[src/rtl/cart_pkg.sv]
// Shared types and constants for the cartridge flash bridge and its MBC1 register block.
package cart_pkg;

  typedef enum logic [1:0] {
    ST_IDLE = 2'd0,
    ST_ADDR = 2'd1,
    ST_WAIT = 2'd2,
    ST_CAPT = 2'd3
  } state_t;

  localparam int MBC_NONE = 0;
  localparam int MBC1     = 1;

  // MBC1 register selected by a[14:13] of a write into 0x0000-0x7FFF
  localparam logic [1:0] REG_RAMEN  = 2'b00;
  localparam logic [1:0] REG_BANKLO = 2'b01;
  localparam logic [1:0] REG_BANKHI = 2'b10;
  localparam logic [1:0] REG_MODE   = 2'b11;

  localparam int BANK_SIZE_LOG2 = 14;

  // MBC1 never maps bank 0 through the low bank register
  function automatic logic [4:0] fix_bank_lo(input logic [4:0] v);
    return (v == 5'd0) ? 5'd1 : v;
  endfunction

endpackage

[src/rtl/mbc1_regs.sv]
// MBC1 control registers: write decode, bank/mode/ram-enable state and the
// effective ROM bank for the address currently on the bus.
module mbc1_regs
  import cart_pkg::*;
#(
  parameter int MBC_MODE      = MBC1,
  parameter int ROM_BANK_BITS = 7
) (
  input  logic       clk,
  input  logic       rst,
  input  logic       wr_en,
  input  logic [1:0] wr_sel,
  input  logic [7:0] wdata,
  input  logic       rd_a14,
  output logic [7:0] bank_sel,
  output logic [7:0] rom_bank,
  output logic       ram_en
);

  localparam logic [7:0] BANK_MASK = 8'((1 << ROM_BANK_BITS) - 1);

  generate
    if (MBC_MODE == MBC_NONE) begin : g_flat
      logic unused_flat;
      assign unused_flat = ^{clk, rst, wr_en, wr_sel, wdata};
      assign bank_sel    = {7'd0, rd_a14};
      assign rom_bank    = 8'd1;
      assign ram_en      = 1'b0;
    end else begin : g_mbc1
      logic [4:0] bank_lo_reg;
      logic [1:0] bank_hi_reg;
      logic       mode_reg;
      logic       ram_en_reg;
      logic [7:0] hi_bank;
      logic [7:0] lo_bank;
      logic       unused_wdata;

      always_ff @(posedge clk) begin
        if (rst) begin
          bank_lo_reg <= 5'd1;
          bank_hi_reg <= 2'd0;
          mode_reg    <= 1'b0;
          ram_en_reg  <= 1'b0;
        end else if (wr_en) begin
          case (wr_sel)
            REG_RAMEN:  ram_en_reg  <= (wdata[3:0] == 4'hA);
            REG_BANKLO: bank_lo_reg <= fix_bank_lo(wdata[4:0]);
            REG_BANKHI: bank_hi_reg <= wdata[1:0];
            REG_MODE:   mode_reg    <= wdata[0];
          endcase
        end
      end

      // Mode 1 lets bank_hi also page the 0x0000-0x3FFF window
      assign hi_bank      = {1'b0, bank_hi_reg, bank_lo_reg} & BANK_MASK;
      assign lo_bank      = mode_reg ? ({1'b0, bank_hi_reg, 5'd0} & BANK_MASK) : 8'd0;
      assign bank_sel     = rd_a14 ? hi_bank : lo_bank;
      assign rom_bank     = hi_bank;
      assign ram_en       = ram_en_reg;
      assign unused_wdata = ^wdata[7:5];
    end
  endgenerate

endmodule

[src/rtl/cart_flash_bridge.sv]
// Game Boy cartridge bus to 16-bit NOR flash bridge: wait-stated read sequencer
// with optional MBC1 bank switching.
module cart_flash_bridge
  import cart_pkg::*;
#(
  parameter int FLASH_AW      = 24,
  parameter int ROM_BASE      = 0,
  parameter int WAIT_CYCLES   = 3,
  parameter int MBC_MODE      = MBC1,
  parameter int ROM_BANK_BITS = 7
) (
  input  logic                clk,
  input  logic                rst,
  input  logic [15:0]         gb_a,
  input  logic [7:0]          gb_wdata,
  input  logic                gb_rd,
  input  logic                gb_wr,
  output logic [7:0]          gb_rdata,
  output logic                gb_ready,
  output logic [FLASH_AW-1:0] flash_a,
  input  logic [15:0]         flash_d,
  output logic                flash_ce_b,
  output logic                flash_oe_b,
  output logic                flash_adv_b,
  output logic [7:0]          rom_bank,
  output logic                ram_en
);

  localparam int PAGE_SHIFT = BANK_SIZE_LOG2 - 1;

  state_t              state_reg, state_next;
  logic [3:0]          wait_cnt_reg;
  logic [15:0]         gb_a_q_reg;
  logic [15:0]         last_a_reg;
  logic                rd_q_reg;
  logic [15:0]         flash_q_reg;
  logic [7:0]          gb_rdata_reg;
  logic [FLASH_AW-1:0] flash_a_reg;
  logic [FLASH_AW-1:0] word_addr;
  logic [7:0]          bank_sel;
  logic                start;
  logic                wait_done;
  logic                mbc_wr;

  assign mbc_wr = gb_wr & ~gb_a[15];

  mbc1_regs #(
    .MBC_MODE      (MBC_MODE),
    .ROM_BANK_BITS (ROM_BANK_BITS)
  ) u_mbc (
    .clk      (clk),
    .rst      (rst),
    .wr_en    (mbc_wr),
    .wr_sel   (gb_a[14:13]),
    .wdata    (gb_wdata),
    .rd_a14   (gb_a[14]),
    .bank_sel (bank_sel),
    .rom_bank (rom_bank),
    .ram_en   (ram_en)
  );

  // A held read of the same address must not re-fetch; a new address does
  assign start = (state_reg == ST_IDLE) & gb_rd & ~gb_wr & ~gb_a[15]
               & (~rd_q_reg | (gb_a != last_a_reg));

  // ROM_BASE is even, so the byte offset halves cleanly into a word offset
  assign word_addr = FLASH_AW'(ROM_BASE / 2)
                   + (FLASH_AW'(bank_sel) << PAGE_SHIFT)
                   + FLASH_AW'(gb_a[13:1]);

  assign wait_done = (state_reg == ST_WAIT) && (wait_cnt_reg == 4'(WAIT_CYCLES - 1));

  always_ff @(posedge clk) begin
    if (rst) begin
      state_reg <= ST_IDLE;
    end else begin
      state_reg <= state_next;
    end
  end

  always_comb begin
    state_next = state_reg;
    case (state_reg)
      ST_IDLE: if (start) state_next = ST_ADDR;
      ST_ADDR: state_next = ST_WAIT;
      ST_WAIT: if (wait_done) state_next = ST_CAPT;
      ST_CAPT: state_next = ST_IDLE;
      default: state_next = ST_IDLE;
    endcase
  end

  always_comb begin
    flash_ce_b  = 1'b1;
    flash_oe_b  = 1'b1;
    flash_adv_b = 1'b1;
    gb_ready    = (state_reg == ST_IDLE) & ~start;
    case (state_reg)
      ST_ADDR: begin
        flash_ce_b  = 1'b0;
        flash_adv_b = 1'b0;
      end
      ST_WAIT: begin
        flash_ce_b = 1'b0;
        flash_oe_b = 1'b0;
      end
      default: ;
    endcase
  end

  always_ff @(posedge clk) begin
    if (rst) begin
      wait_cnt_reg <= 4'd0;
      gb_a_q_reg   <= 16'd0;
      last_a_reg   <= 16'd0;
      rd_q_reg     <= 1'b0;
      flash_q_reg  <= 16'd0;
      gb_rdata_reg <= 8'hFF;
      flash_a_reg  <= '0;
    end else begin
      rd_q_reg     <= gb_rd;
      wait_cnt_reg <= (state_reg == ST_WAIT) ? wait_cnt_reg + 4'd1 : 4'd0;
      if (start) begin
        flash_a_reg <= word_addr;
        gb_a_q_reg  <= gb_a;
      end
      // Sample the bus while oe_b is still low; CAPT only steers the byte lane
      if (wait_done) begin
        flash_q_reg <= flash_d;
      end
      if (state_reg == ST_CAPT) begin
        gb_rdata_reg <= gb_a_q_reg[0] ? flash_q_reg[15:8] : flash_q_reg[7:0];
        last_a_reg   <= gb_a_q_reg;
      end
    end
  end

  assign gb_rdata = gb_rdata_reg;
  assign flash_a  = flash_a_reg;

endmodule

[config.mk]
export PLATFORM = sky130hd
export DESIGN_NAME = cart_flash_bridge
export DESIGN_NICKNAME = d
export VERILOG_FILES = /design/src/rtl/cart_pkg.sv /design/src/rtl/mbc1_regs.sv /design/src/rtl/cart_flash_bridge.sv
export SDC_FILE = /design/constraint.sdc
export NUM_CORES = 1
export LEC_CHECK = 0
export ABC_AREA = 0
export BUFFER_PORTS_ARGS = -buffer_cell sky130_fd_sc_hd__buf_2
export CORE_ASPECT_RATIO = 1.25
export CORE_MARGIN = 2
export CORE_UTILIZATION = 40
export CTS_CLUSTER_DIAMETER = 60
export DETAILED_ROUTE_END_ITERATION = 7
export MAX_ROUTING_LAYER = met4
export PLACE_DENSITY = 0.66
export RECOVER_POWER = 50
export SKIP_CTS_REPAIR_TIMING = 1
export SYNTH_ARGS = -nofsm -noshare
export SYNTH_HDL_FRONTEND = slang
export SYNTH_SLANG_ARGS = --single-unit
[constraint.sdc]
create_clock -name clk -period 1.9 [get_ports clk]
set_input_delay 0.38 -clock clk [delete_from_list [all_inputs] [get_ports clk]]
set_output_delay 0.38 -clock clk [all_outputs]
set_load 0.01 [all_outputs]
==> results of run 1 <==
-- logic make-up after synthesis --
family          synth area share [%]
mux                             14.6
buf+inv                         7.46
other cells                    0.103
fa+ha+maj                       2.41
xor+xnor                        4.33
flops                           43.5
simple gates                    22.1
compound gates                  5.60
-- final cells by class --
| type | instances | area (µm²) |
|---|---|---|
| Clock buffer | 10 | 128 |
| Clock inverter | 6 | 92.6 |
| Fill cell | 891 | 4420 |
| Inverter | 6 | 22.5 |
| Multi-Input combinational cell | 270 | 1820 |
| Sequential cell | 79 | 1580 |
| Tap cell | 120 | 150 |
| Timing Repair Buffer | 101 | 529 |
-- cell usage after synthesis, drive strengths merged, types with 2 or more instances --
library cell	instances	area share, %
nand2b	40	6.9
and2	2	0.34
nand3b	8	1.7
nor3b	3	0.76
nor4	2	0.52
nand2	38	3.9
nor3	2	0.58
nand4	2	0.34
inv	6	0.62
nor2	36	3.7
ha	7	2.4
xnor2	13	3.1
clkbuf	16	1.7
xor2	5	1.2
a21oi	27	4.0
nor2b	2	0.34
o21ai	5	0.69
or2	10	1.7
dfxtp	79	43
mux2i	53	15
nand3	3	0.41
buf	25	5.2
-- path summary, 6_finish.rpt --
kind	end	slack [ns]	depth (start not counted)
worst max-delay path	gb_ready	-0.29	7
worst min register to register	flash_q_reg[5]$_SDFFE_PP0P_	0.46	2
worst min-delay path	flash_q_reg[3]$_SDFFE_PP0P_	0.26	3
worst max register to register	flash_a[13]$_SDFFE_PP0P_	-0.08	5
-- routing by layer --
metal  GRT usage [%]  share of wire, %
met4            4.78               1.3
met1            20.3                46
met2            25.5                48
met5               -                 0
met3            4.77               4.6
-- where the power goes --
part,internal (mW),leakage [nW],switching (mW)
Clock,0.747,0.103,0.634
Sequential,1.72,0.640,0.0472
Combinational,0.355,0.865,0.367
-- worst register-to-register path, stage by stage, from the launching register on --
cell and delay, ns:
dfxtp_1 0.32, inv_1 0.08, ha_2 0.23, nand4bb_1 0.22, a21oi_4 0.78, mux2i_1 0.29
-- cell usage in the layout, fill, tap and decap left out, drive strengths merged, types with 5 or more instances in the layout --
cell type / instances
inv: 7
nand3b: 8
xor2: 5
nor2: 36
clkbuf: 45
conb: 5
xnor2: 13
mux2i: 53
o21ai: 5
ha: 7
a21oi: 27
nand2: 38
buf: 66
or2: 10
nand2b: 40
dfxtp: 79
-- metrics by stage --
stage	area, µm²	hold slack (ns)	setup WS [ns]
after global routing	4330	0.248	-0.387
final	4330	0.263	-0.285
after detailed placement	4120	0.446	-0.241
after global placement	4120	0.441	-0.188
after CTS	4340	0.240	-0.363
after floorplan	3650	0.430	0.123
==> out/metrics.yaml, run 1 <==
seq_area_frac_synth_pct: 43.5
cap_violations: 0
nNetsFinal: 518
ioPinCount: 89
rows: 38
syn_area_per_cell_um2: 9.29
die_y_um: 111
worstPathArrival_ns: 1.81
cts.clk_slew.worst_paths_ns: 0.09
clock.fmax_mhz: 458
cts_tree: "yes"
drc: 0
rsz0062_at_grt: "true"
p_leak_nw: 1.61
cp_num_buf_inv: 3
async_reset_ff_share_pct: 0
syn_area_um2: 3640
cts_num_sinks: 79
finalMaxSlewViolations: 0
n_antenna_cell: 0
status: "finished, violations left"
yosysUniqueCellTypes: 36
start_util_pct: 41.6
hold_class: "in -> reg"
reg2reg_from: "state_reg[1]$_SDFFE_PP0P_"
grt_max_degree: 48
netlist_instances: 392
critPathKind: "reg -> out"
cts_made_buffers: 9
postLayoutCoreUtil_pct: 49.5
routed_via_density: 4.63
crit_family: "buffers and inverters"
clk_latency_ns: 0.35
hpwl_um: 5400
cp_max_fo: 5
wl_um: 7490
min_from: "flash_d[3]"
cts.htree.levels: 3
drive_gt1_share_pct: 22.0
yosysWarnings: 0
required_ns: 1.52
port_buffers: 80
cp-start-kind: "flip-flop"
ys_seq_elements: 79
clk_path_buf_depth: 2
grt_pass1_wl_um: 12300
worstMarginPinSlew_ns: 0.954
ant_nets: 0
synthFlopType: "dfxtp_1"
endpoint_kind: "output pin"
grt_overflow: 0
cpMaxStageDelayCell: "dfxtp_1"
layout-area-overhead-vs-synth_pct: 18.9
vias: 2741
power_density_nw_per_um2: 894
placed_cells: 574
dr.first_iter.drc_count: 54
power.total_mw: 3.87
vdd_drop_max_mv: 0.702
fin_ws_ns: -0.285
antenna_found_initial: 0
hold_viol: 0
coreArea_um2: 8750
fin_crit_ns: 2.19
dieArea_um2: 9880
synth_edf_count: 0
violations: "negative setup slack"
skew_ns: 0.0117
startpoint: "state_reg[1]$_SDFFE_PP0P_"
root_buffer: "clkbuf_8"
fin_crit_sh_pct: 115
slew_headroom_pct: 36.2
path_cells: "inv_1 -> ha_2 -> nand4bb_1 -> buf_4 -> a21o_1 -> and2_4 -> buf_6"
first_global_vias: 2596
drt_first_pass_iters: 4
grt_use_total_pct: 16.3
tns_ns: -1.42
routedWlPerCell_um: 12.6
place_congestion: 0.742
setup_violations: 21
fp.dieW_um: 89.3
instances_no_fill: 592
max_stage_delay_ns: 0.32
Note: power is estimated with default switching activity, not from simulation.
==> run 2, diff against run 1 <==
--- a/config.mk
+++ b/config.mk
@@ -12,7 +12,6 @@
 export CORE_UTILIZATION = 40
 export CTS_CLUSTER_DIAMETER = 60
 export DETAILED_ROUTE_END_ITERATION = 7
-export MAX_ROUTING_LAYER = met4
 export PLACE_DENSITY = 0.66
 export RECOVER_POWER = 50
 export SKIP_CTS_REPAIR_TIMING = 1
==> run 2 against run 1 <==
- the flow still finishes with violations (negative setup slack)
- via count fell by 0.26%
- clock skew barely moved
- core utilization did not move
- flip-flop and latch count did not move
- total power fell by 0.16%
- fmax barely moved
- routed wire length barely moved
- count of clock-buffer cells in the layout did not move
- largest power group unchanged
- highest routed layer unchanged
==> out/metrics.yaml, run 2 (synthesis gave the netlist of run 1 again) <==
instances_no_fill: 592  # unchanged
dr.first_iter.drc_count: 57  # was 54
required_ns: 1.52  # about the same
cts_tree: "yes"  # unchanged
power_density_nw_per_um2: 893  # was 894 nW/µm²
p_leak_nw: 1.61  # unchanged
cts.clk_slew.worst_paths_ns: 0.09  # about the same
critPathKind: "reg -> out"  # unchanged
place_congestion: 0.733  # was 0.742
reg2reg_from: "state_reg[1]$_SDFFE_PP0P_"  # unchanged
dp_worst_setup_slack_ns: -0.241  # unchanged
endpoint_kind: "output pin"  # unchanged
root_buffer: "clkbuf_8"  # unchanged
final_common_cell: "dfxtp_1"  # unchanged
cts_made_buffers: 9  # unchanged
fin_crit_ns: 2.18  # was 2.19 ns
routedWlPerCell_um: 12.6  # about the same
min_from: "flash_d[3]"  # unchanged
hold_viol: 0  # unchanged
cts.htree.levels: 3  # unchanged
fin_ws_ns: -0.284  # was -0.285 ns
cp-start-kind: "flip-flop"  # unchanged
ioPinCount: 89  # unchanged
seqPwrFrac_pct: 45.8  # was 45.7%
setup_violations: 21  # unchanged
nFillCells: 891  # unchanged
rr_endpoint: "flash_a[13]$_SDFFE_PP0P_"  # unchanged
port_buffers: 80  # unchanged
coreArea_um2: 8750  # unchanged
drive_gt1_share_pct: 22.0  # unchanged
first_global_vias: 2603  # was 2,596
clock.fmax_mhz: 458  # about the same
whs_endpoint: "flash_q_reg[3]$_SDFFE_PP0P_"  # unchanged
reg2reg_slack_ns: -0.08  # about the same
status: "finished, violations left"  # unchanged
worst_hold_slack_ns: 0.264  # was 0.263 ns
die_y_um: 111  # unchanged
nNetsFinal: 518  # unchanged
routed_via_density: 4.62  # was 4.63
clk_path_buf_depth: 2  # unchanged
power.switching_mw: 1.04  # was 1.05 mW
reg2reg_depth: 5  # unchanged
drt_first_pass_iters: 4  # unchanged
comb_power_share_pct: 18.7  # was 18.6%
start_util_pct: 41.6  # unchanged
dieArea_um2: 9880  # unchanged
final_cell_mix: "77 x dfxtp_1, 53 x mux2i_1, 46 x buf_2"  # unchanged
fin_crit_sh_pct: 115  # about the same
cts_num_sinks: 79  # unchanged
swShare_pct: 27.0  # was 27.1%
antenna_found_initial: 0  # unchanged
ant_nets: 0  # unchanged
hpwl_um: 5400  # unchanged
vdd_drop_max_mv: 0.703  # was 0.702 mV
hold_class: "in -> reg"  # unchanged
grt_overflow: 0  # unchanged
finalMaxSlewViolations: 0  # unchanged
fp.dieW_um: 89.3  # unchanged
n_antenna_cell: 0  # unchanged
slew_headroom_pct: 36.1  # was 36.2%
rsz0062_at_grt: "true"  # unchanged
cap_violations: 0  # unchanged
min_delay_path_depth: 3  # unchanged
max_stage_delay_ns: 0.32  # about the same
layout-area-overhead-vs-synth_pct: 18.9  # unchanged
intPower_mw: 2.82  # about the same
path_cells: "inv_1 -> ha_2 -> nand4bb_1 -> buf_4 -> a21o_1 -> and2_4 -> buf_6"  # unchanged
wl_um: 7490  # about the same
power_frac_clock_pct: 35.6  # was 35.7%
rows: 38  # unchanged
worstPathArrival_ns: 1.80  # was 1.81 ns
cp_max_fo: 5  # unchanged
cpMaxStageDelayCell: "dfxtp_1"  # unchanged
vias: 2734  # was 2,741
grt_max_degree: 48  # unchanged
placed_cells: 574  # unchanged
grt_use_total_pct: 15.9  # was 16.3%
violations: "negative setup slack"  # unchanged
drc: 0  # unchanged
clk_latency_ns: 0.35  # about the same
grt_pass1_wl_um: 12300  # about the same
worstMarginPinSlew_ns: 0.956  # was 0.954 ns
skew_ns: 0.0117  # about the same
postLayoutCoreUtil_pct: 49.5  # unchanged
-- run 2: cell counts in the layout (fill, tap and decap cells not counted) --
Identical to the previous run, type by type.
-- run 2: critical path: cells and delay by family (launching register included) --
family	cells	cell delay, ns
simple gates	2	0.38
flops	1	0.32
compound gates	1	0.16
fa+ha+maj	1	0.23
buf+inv	3	0.39
-- run 2: worst max path at each step --
stage,end,from,slack [ns]
after detailed placement,flash_a[16]$_SDFFE_PP0P_,gb_a[13],-0.24
after global routing,gb_ready,state_reg[0]$_SDFFE_PP0P_,-0.39
final,gb_ready,state_reg[1]$_SDFFE_PP0P_,-0.28
after CTS,gb_ready,state_reg[1]$_SDFFE_PP0P_,-0.36
after global placement,flash_a[15]$_SDFFE_PP0P_,gb_a[13],-0.19
after floorplan,gb_ready,gb_a[13],0.12
-- run 2: stage by stage --
stage	TNS (ns)	total power [mW]	area, µm²
6_report	-1.44	3.86	4330
3_3_place_gp	-3.87	2.50	4120
5_1_grt	-4.52	4.07	4330
4_1_cts	-3.26	3.91	4340
3_5_place_dp	-4.64	2.52	4120
2_1_floorplan	0	2.26	3650
-- run 2: final cells by class --
type                    instances  area [µm²]  area share [%]
repair buffers                101         529            12.2
clock inverters                 6        92.6            2.14
inverters                       6        22.5           0.520
well taps                     120         150            3.47
multi-input cells             270        1820            42.1
clock buffers                  10         128            2.95
flip-flops and latches         79        1580            36.6
-- run 2: layer usage --
| layer | global-route usage, % | up-vias | wire [µm] | part of all wire, % |
|---|---|---|---|---|
| met5 | 0 | - | 0 | 0 |
| met3 | 5.06 | 9 | 396 | 5.3 |
| met1 | 19.8 | 1250 | 3400 | 45 |
| met4 | 5.07 | 0 | 99 | 1.3 |
| li1 | - | 1411 | - | - |
| met2 | 25.6 | 64 | 3590 | 48 |
-- run 2: power groups by stage --
stage	sequential, mW	combinational (mW)	clock [mW]
after global placement	1.80	0.695	0
after detailed placement	1.81	0.709	0
final	1.77	0.721	1.38
after CTS	1.77	0.714	1.43
after floorplan	1.81	0.451	0
after global routing	1.78	0.798	1.49
==> run 3, diff against run 2 <==
--- a/config.mk
+++ b/config.mk
@@ -12,9 +12,10 @@
 export CORE_UTILIZATION = 40
 export CTS_CLUSTER_DIAMETER = 60
 export DETAILED_ROUTE_END_ITERATION = 7
-export PLACE_DENSITY = 0.66
+export PLACE_DENSITY = 0.68
 export RECOVER_POWER = 50
 export SKIP_CTS_REPAIR_TIMING = 1
 export SYNTH_ARGS = -nofsm -noshare
 export SYNTH_HDL_FRONTEND = slang
+export SYNTH_HIERARCHICAL = 1
 export SYNTH_SLANG_ARGS = --single-unit
==> constraint.sdc (replaced) <==
create_clock -name clk -period 1.75 [get_ports clk]
set_input_delay 0.35 -clock clk [delete_from_list [all_inputs] [get_ports clk]]
set_output_delay 0.35 -clock clk [all_outputs]
set_load 0.01 [all_outputs]
==> run 3 against run 2 <==
- non-clock buffer count shrank 3
- die area grew 2.1%
- largest cell class unchanged
- critical endpoint unchanged
- total power grew 23%
- register-to-register slack gained 0.17 ns
- final area grew 3.7%
- critical path type unchanged
- the flow still finishes with violations (negative setup slack)
- global-route usage shrank 0.25 points
- worst hold slack lost 0.014 ns
- sequential share of layout area shrank 0.89 points
==> out/metrics.yaml, run 3 <==
cts_made_buffers: 9  # unchanged
nFillCells: 899  # was 891
worstMarginPinSlew_ns: 0.760  # was 0.956 ns
hold_class: "in -> reg"  # unchanged
dp_worst_setup_slack_ns: -0.148  # was -0.241 ns
setup_violations: 2  # was 21
place_congestion: 0.769  # was 0.733
drc: 0  # unchanged
hold_viol: 0  # unchanged
drt_first_pass_iters: 4  # unchanged
tns_ns: -0.285  # was -1.44 ns
ant_nets: 0  # unchanged
synth_top_cell_by_area: "dfxtp_1"  # unchanged
multi_input_area_um2: 1880  # was 1820 µm²
power_density_nw_per_um2: 1060  # was 893 nW/µm²
clock.fmax_mhz: 495
status: "finished, violations left"  # unchanged
synth_area_leaders: "dfxtp_1 43%, mux2i_1 15%, nand2b_1 8.2%"  # was dfxtp_1 43%, mux2i_1 15%, nand2b_1 6.9%
synthFlopType: "dfxtp_1"  # unchanged
n_antenna_cell: 0  # unchanged
syn_area_um2: 3720  # was 3640 µm²
cpMaxStageDelayCell: "dfxtp_2"  # was dfxtp_1
die_y_um: 112  # was 111 µm
layout-area-overhead-vs-synth_pct: 20.7  # was 18.9%
cap_violations: 0  # unchanged
synthTopCellsByCount: "80 x dfxtp_1, 56 x mux2i_1, 49 x nand2b_1, 37 x nor2_1, 34 x nand2_1"  # was 79 x dfxtp_1, 53 x mux2i_1, 40 x nand2b_1, 38 x nand2_1, 36 x nor2_1
final_cell_mix: "79 x dfxtp_1, 56 x mux2i_1, 49 x nand2b_1"  # was 77 x dfxtp_1, 53 x mux2i_1, 46 x buf_2
start_util_pct: 41.0  # was 41.6%
final_common_cell: "dfxtp_1"  # unchanged
endpoint_kind: "output pin"  # unchanged
cts.clk_slew.worst_paths_ns: 0.06  # was 0.09 ns
cts.htree.levels: 3  # unchanged
fin_crit_sh_pct: 115
synth_top_area_share_pct: 43.1  # was 43.5%
grt_use_total_pct: 15.6  # was 15.9%
ys_seq_elements: 80  # was 79
drive_gt1_share_pct: 19.6  # was 22.0%
port_buffers: 81  # was 80
cp-start-kind: "flip-flop"  # unchanged
clk_latency_ns: 0.33  # was 0.35 ns
grt_overflow: 0  # unchanged
dr.first_iter.drc_count: 95  # was 57
worstPathArrival_ns: 1.67  # was 1.80 ns
cts_tree: "yes"  # unchanged
yosysUniqueCellTypes: 38  # was 36
vdd_drop_max_mv: 0.641  # was 0.703 mV
design_area_um2: 4490  # was 4330 µm²
cts_num_sinks: 80  # was 79
cp_max_fo: 2  # was 5
first_global_vias: 2728  # was 2,603
grt_pass1_wl_um: 12700  # was 12,300 µm
grt_max_degree: 53  # was 48
skew_ns: 0.00715  # was 0.0117 ns
clk_path_buf_depth: 2  # unchanged
antenna_found_initial: 0  # unchanged
max_stage_delay_ns: 0.33  # was 0.32 ns
yosysWarnings: 6  # was 0
critPathKind: "reg -> out"  # unchanged
postLayoutCoreUtil_pct: 49.4  # was 49.5%
seq_area_frac_synth_pct: 43.1  # was 43.5%
rsz0062_at_grt: "true"  # unchanged
slew_headroom_pct: 49.3  # was 36.1%
crit_family: "simple AND/OR/NAND/NOR gates"  # was buffers and inverters
wl_um: 7640  # was 7490 µm
path_cells: "xor2_2 -> nor4_2 -> and3_4 -> a21oi_4 -> nor2b_1 -> buf_2"  # was inv_1 -> ha_2 -> nand4bb_1 -> buf_4 -> a21o_1 -> and2_4 -> buf_6
violations: "negative setup slack"  # unchanged
seqCellArea_um2: 1600  # was 1580 µm²
nNetsFinal: 520  # was 518
dieArea_um2: 10100  # was 9880 µm²
grt_use_met3_pct: 4.33  # was 5.06%
fp.dieW_um: 90.3  # was 89.3 µm
vias: 2778  # was 2,734
routedWlPerCell_um: 12.8  # was 12.6 µm
fin_ws_ns: -0.269  # was -0.284 ns
syn_area_per_cell_um2: 9.39  # was 9.29 µm²
rows: 39  # was 38
busiest_layer: "met2"  # unchanged
ioPinCount: 89  # unchanged
placed_cells: 580  # was 574
use_met2_pct: 26.7  # was 25.6%
async_reset_ff_share_pct: 0  # unchanged
met1_usage_pct: 18.1  # was 19.8%
finalMaxSlewViolations: 0  # unchanged
placed_area_um2: 4200  # was 4120 µm²
hpwl_um: 5430  # was 5400 µm
p_leak_nw: 1.69  # was 1.61 nW
netlist_instances: 396  # was 392
worst_hold_slack_ns: 0.249  # was 0.264 ns
coreArea_um2: 9080  # was 8750 µm²
synth_edf_count: 0  # unchanged
cp_num_buf_inv: 1  # was 3
power.total_mw: 4.74  # was 3.86 mW
fin_crit_ns: 2.02
required_ns: 1.40  # was 1.52 ns
root_buffer: "clkbuf_16"  # was clkbuf_8
routed_via_density: 4.65  # was 4.62
synth_most_common_cell: "dfxtp_1"  # unchanged
instances_no_fill: 597  # was 592
==> run 3: changes by cell type after synthesis, sizes merged, moves of 2 or more <==
cell and change:
clkbuf -2, nand2b +9, o21ai -4, mux2i +3, nand3b -6, nand2 -4
o21a +2, and2 +4
==> run 3: path summary, 6_finish.rpt <==
kind                                     from                          end  slack (ns)  cells after the start
setup / recovery   last_a_reg[4]$_SDFFE_PP0N_                     gb_ready       -0.27                      6
hold / removal                          gb_rd          rd_q_reg$_SDFF_PP0_        0.25                      2
setup reg to reg   last_a_reg[4]$_SDFFE_PP0N_   gb_a_q_reg[9]$_SDFFE_PP0P_        0.09                      6
hold reg to reg   flash_q_reg[1]$_SDFFE_PP0P_  flash_q_reg[1]$_SDFFE_PP0P_        0.45                      2
==> run 3: cell type report <==
cell class / count / area share, %
repair buffers: 98 / 11.1
inverters: 6 / 0.502
clock buffers: 12 / 5.72
well taps: 123 / 3.43
multi-input cells: 274 / 41.8
flip-flops and latches: 80 / 35.7
clock inverters: 4 / 1.70
==> run 3: power breakdown <==
part           internal, mW  switching (mW)  total (mW)  leakage, nW
clock                  1.33           0.731        2.06        0.159
combinational         0.339           0.392       0.731        0.887
sequential             1.90          0.0556        1.95        0.647
total                  3.57            1.18        4.74         1.69
==> run 3: logic make-up after synthesis <==
logic type | synth area share (%)
AND/OR/NAND/NOR | 22.7
flip-flops | 43.1
multiplexers | 15.1
buffers and inverters | 7.37
AO/OA/AOI/OAI | 5.01
XOR/XNOR | 4.24
adder cells (fa/ha/maj) | 2.35
other | 0.202
==> run 3: metal layers <==
| layer | vias to the layer above | wire length (µm) |
|---|---|---|
| met3 | 12 | 434 |
| met2 | 68 | 3670 |
| met1 | 1281 | 3390 |
| met4 | 0 | 152 |
| li1 | 1417 | - |
| met5 | - | 0 |
==> run 3: worst reg2reg max path, cell delays in order (launching register included) <==
cell,delay (ns)
dfxtp_2,0.33
xor2_2,0.15
nor4_2,0.30
and3_4,0.25
a21oi_4,0.05
buf_4,0.27
mux2i_1,0.17
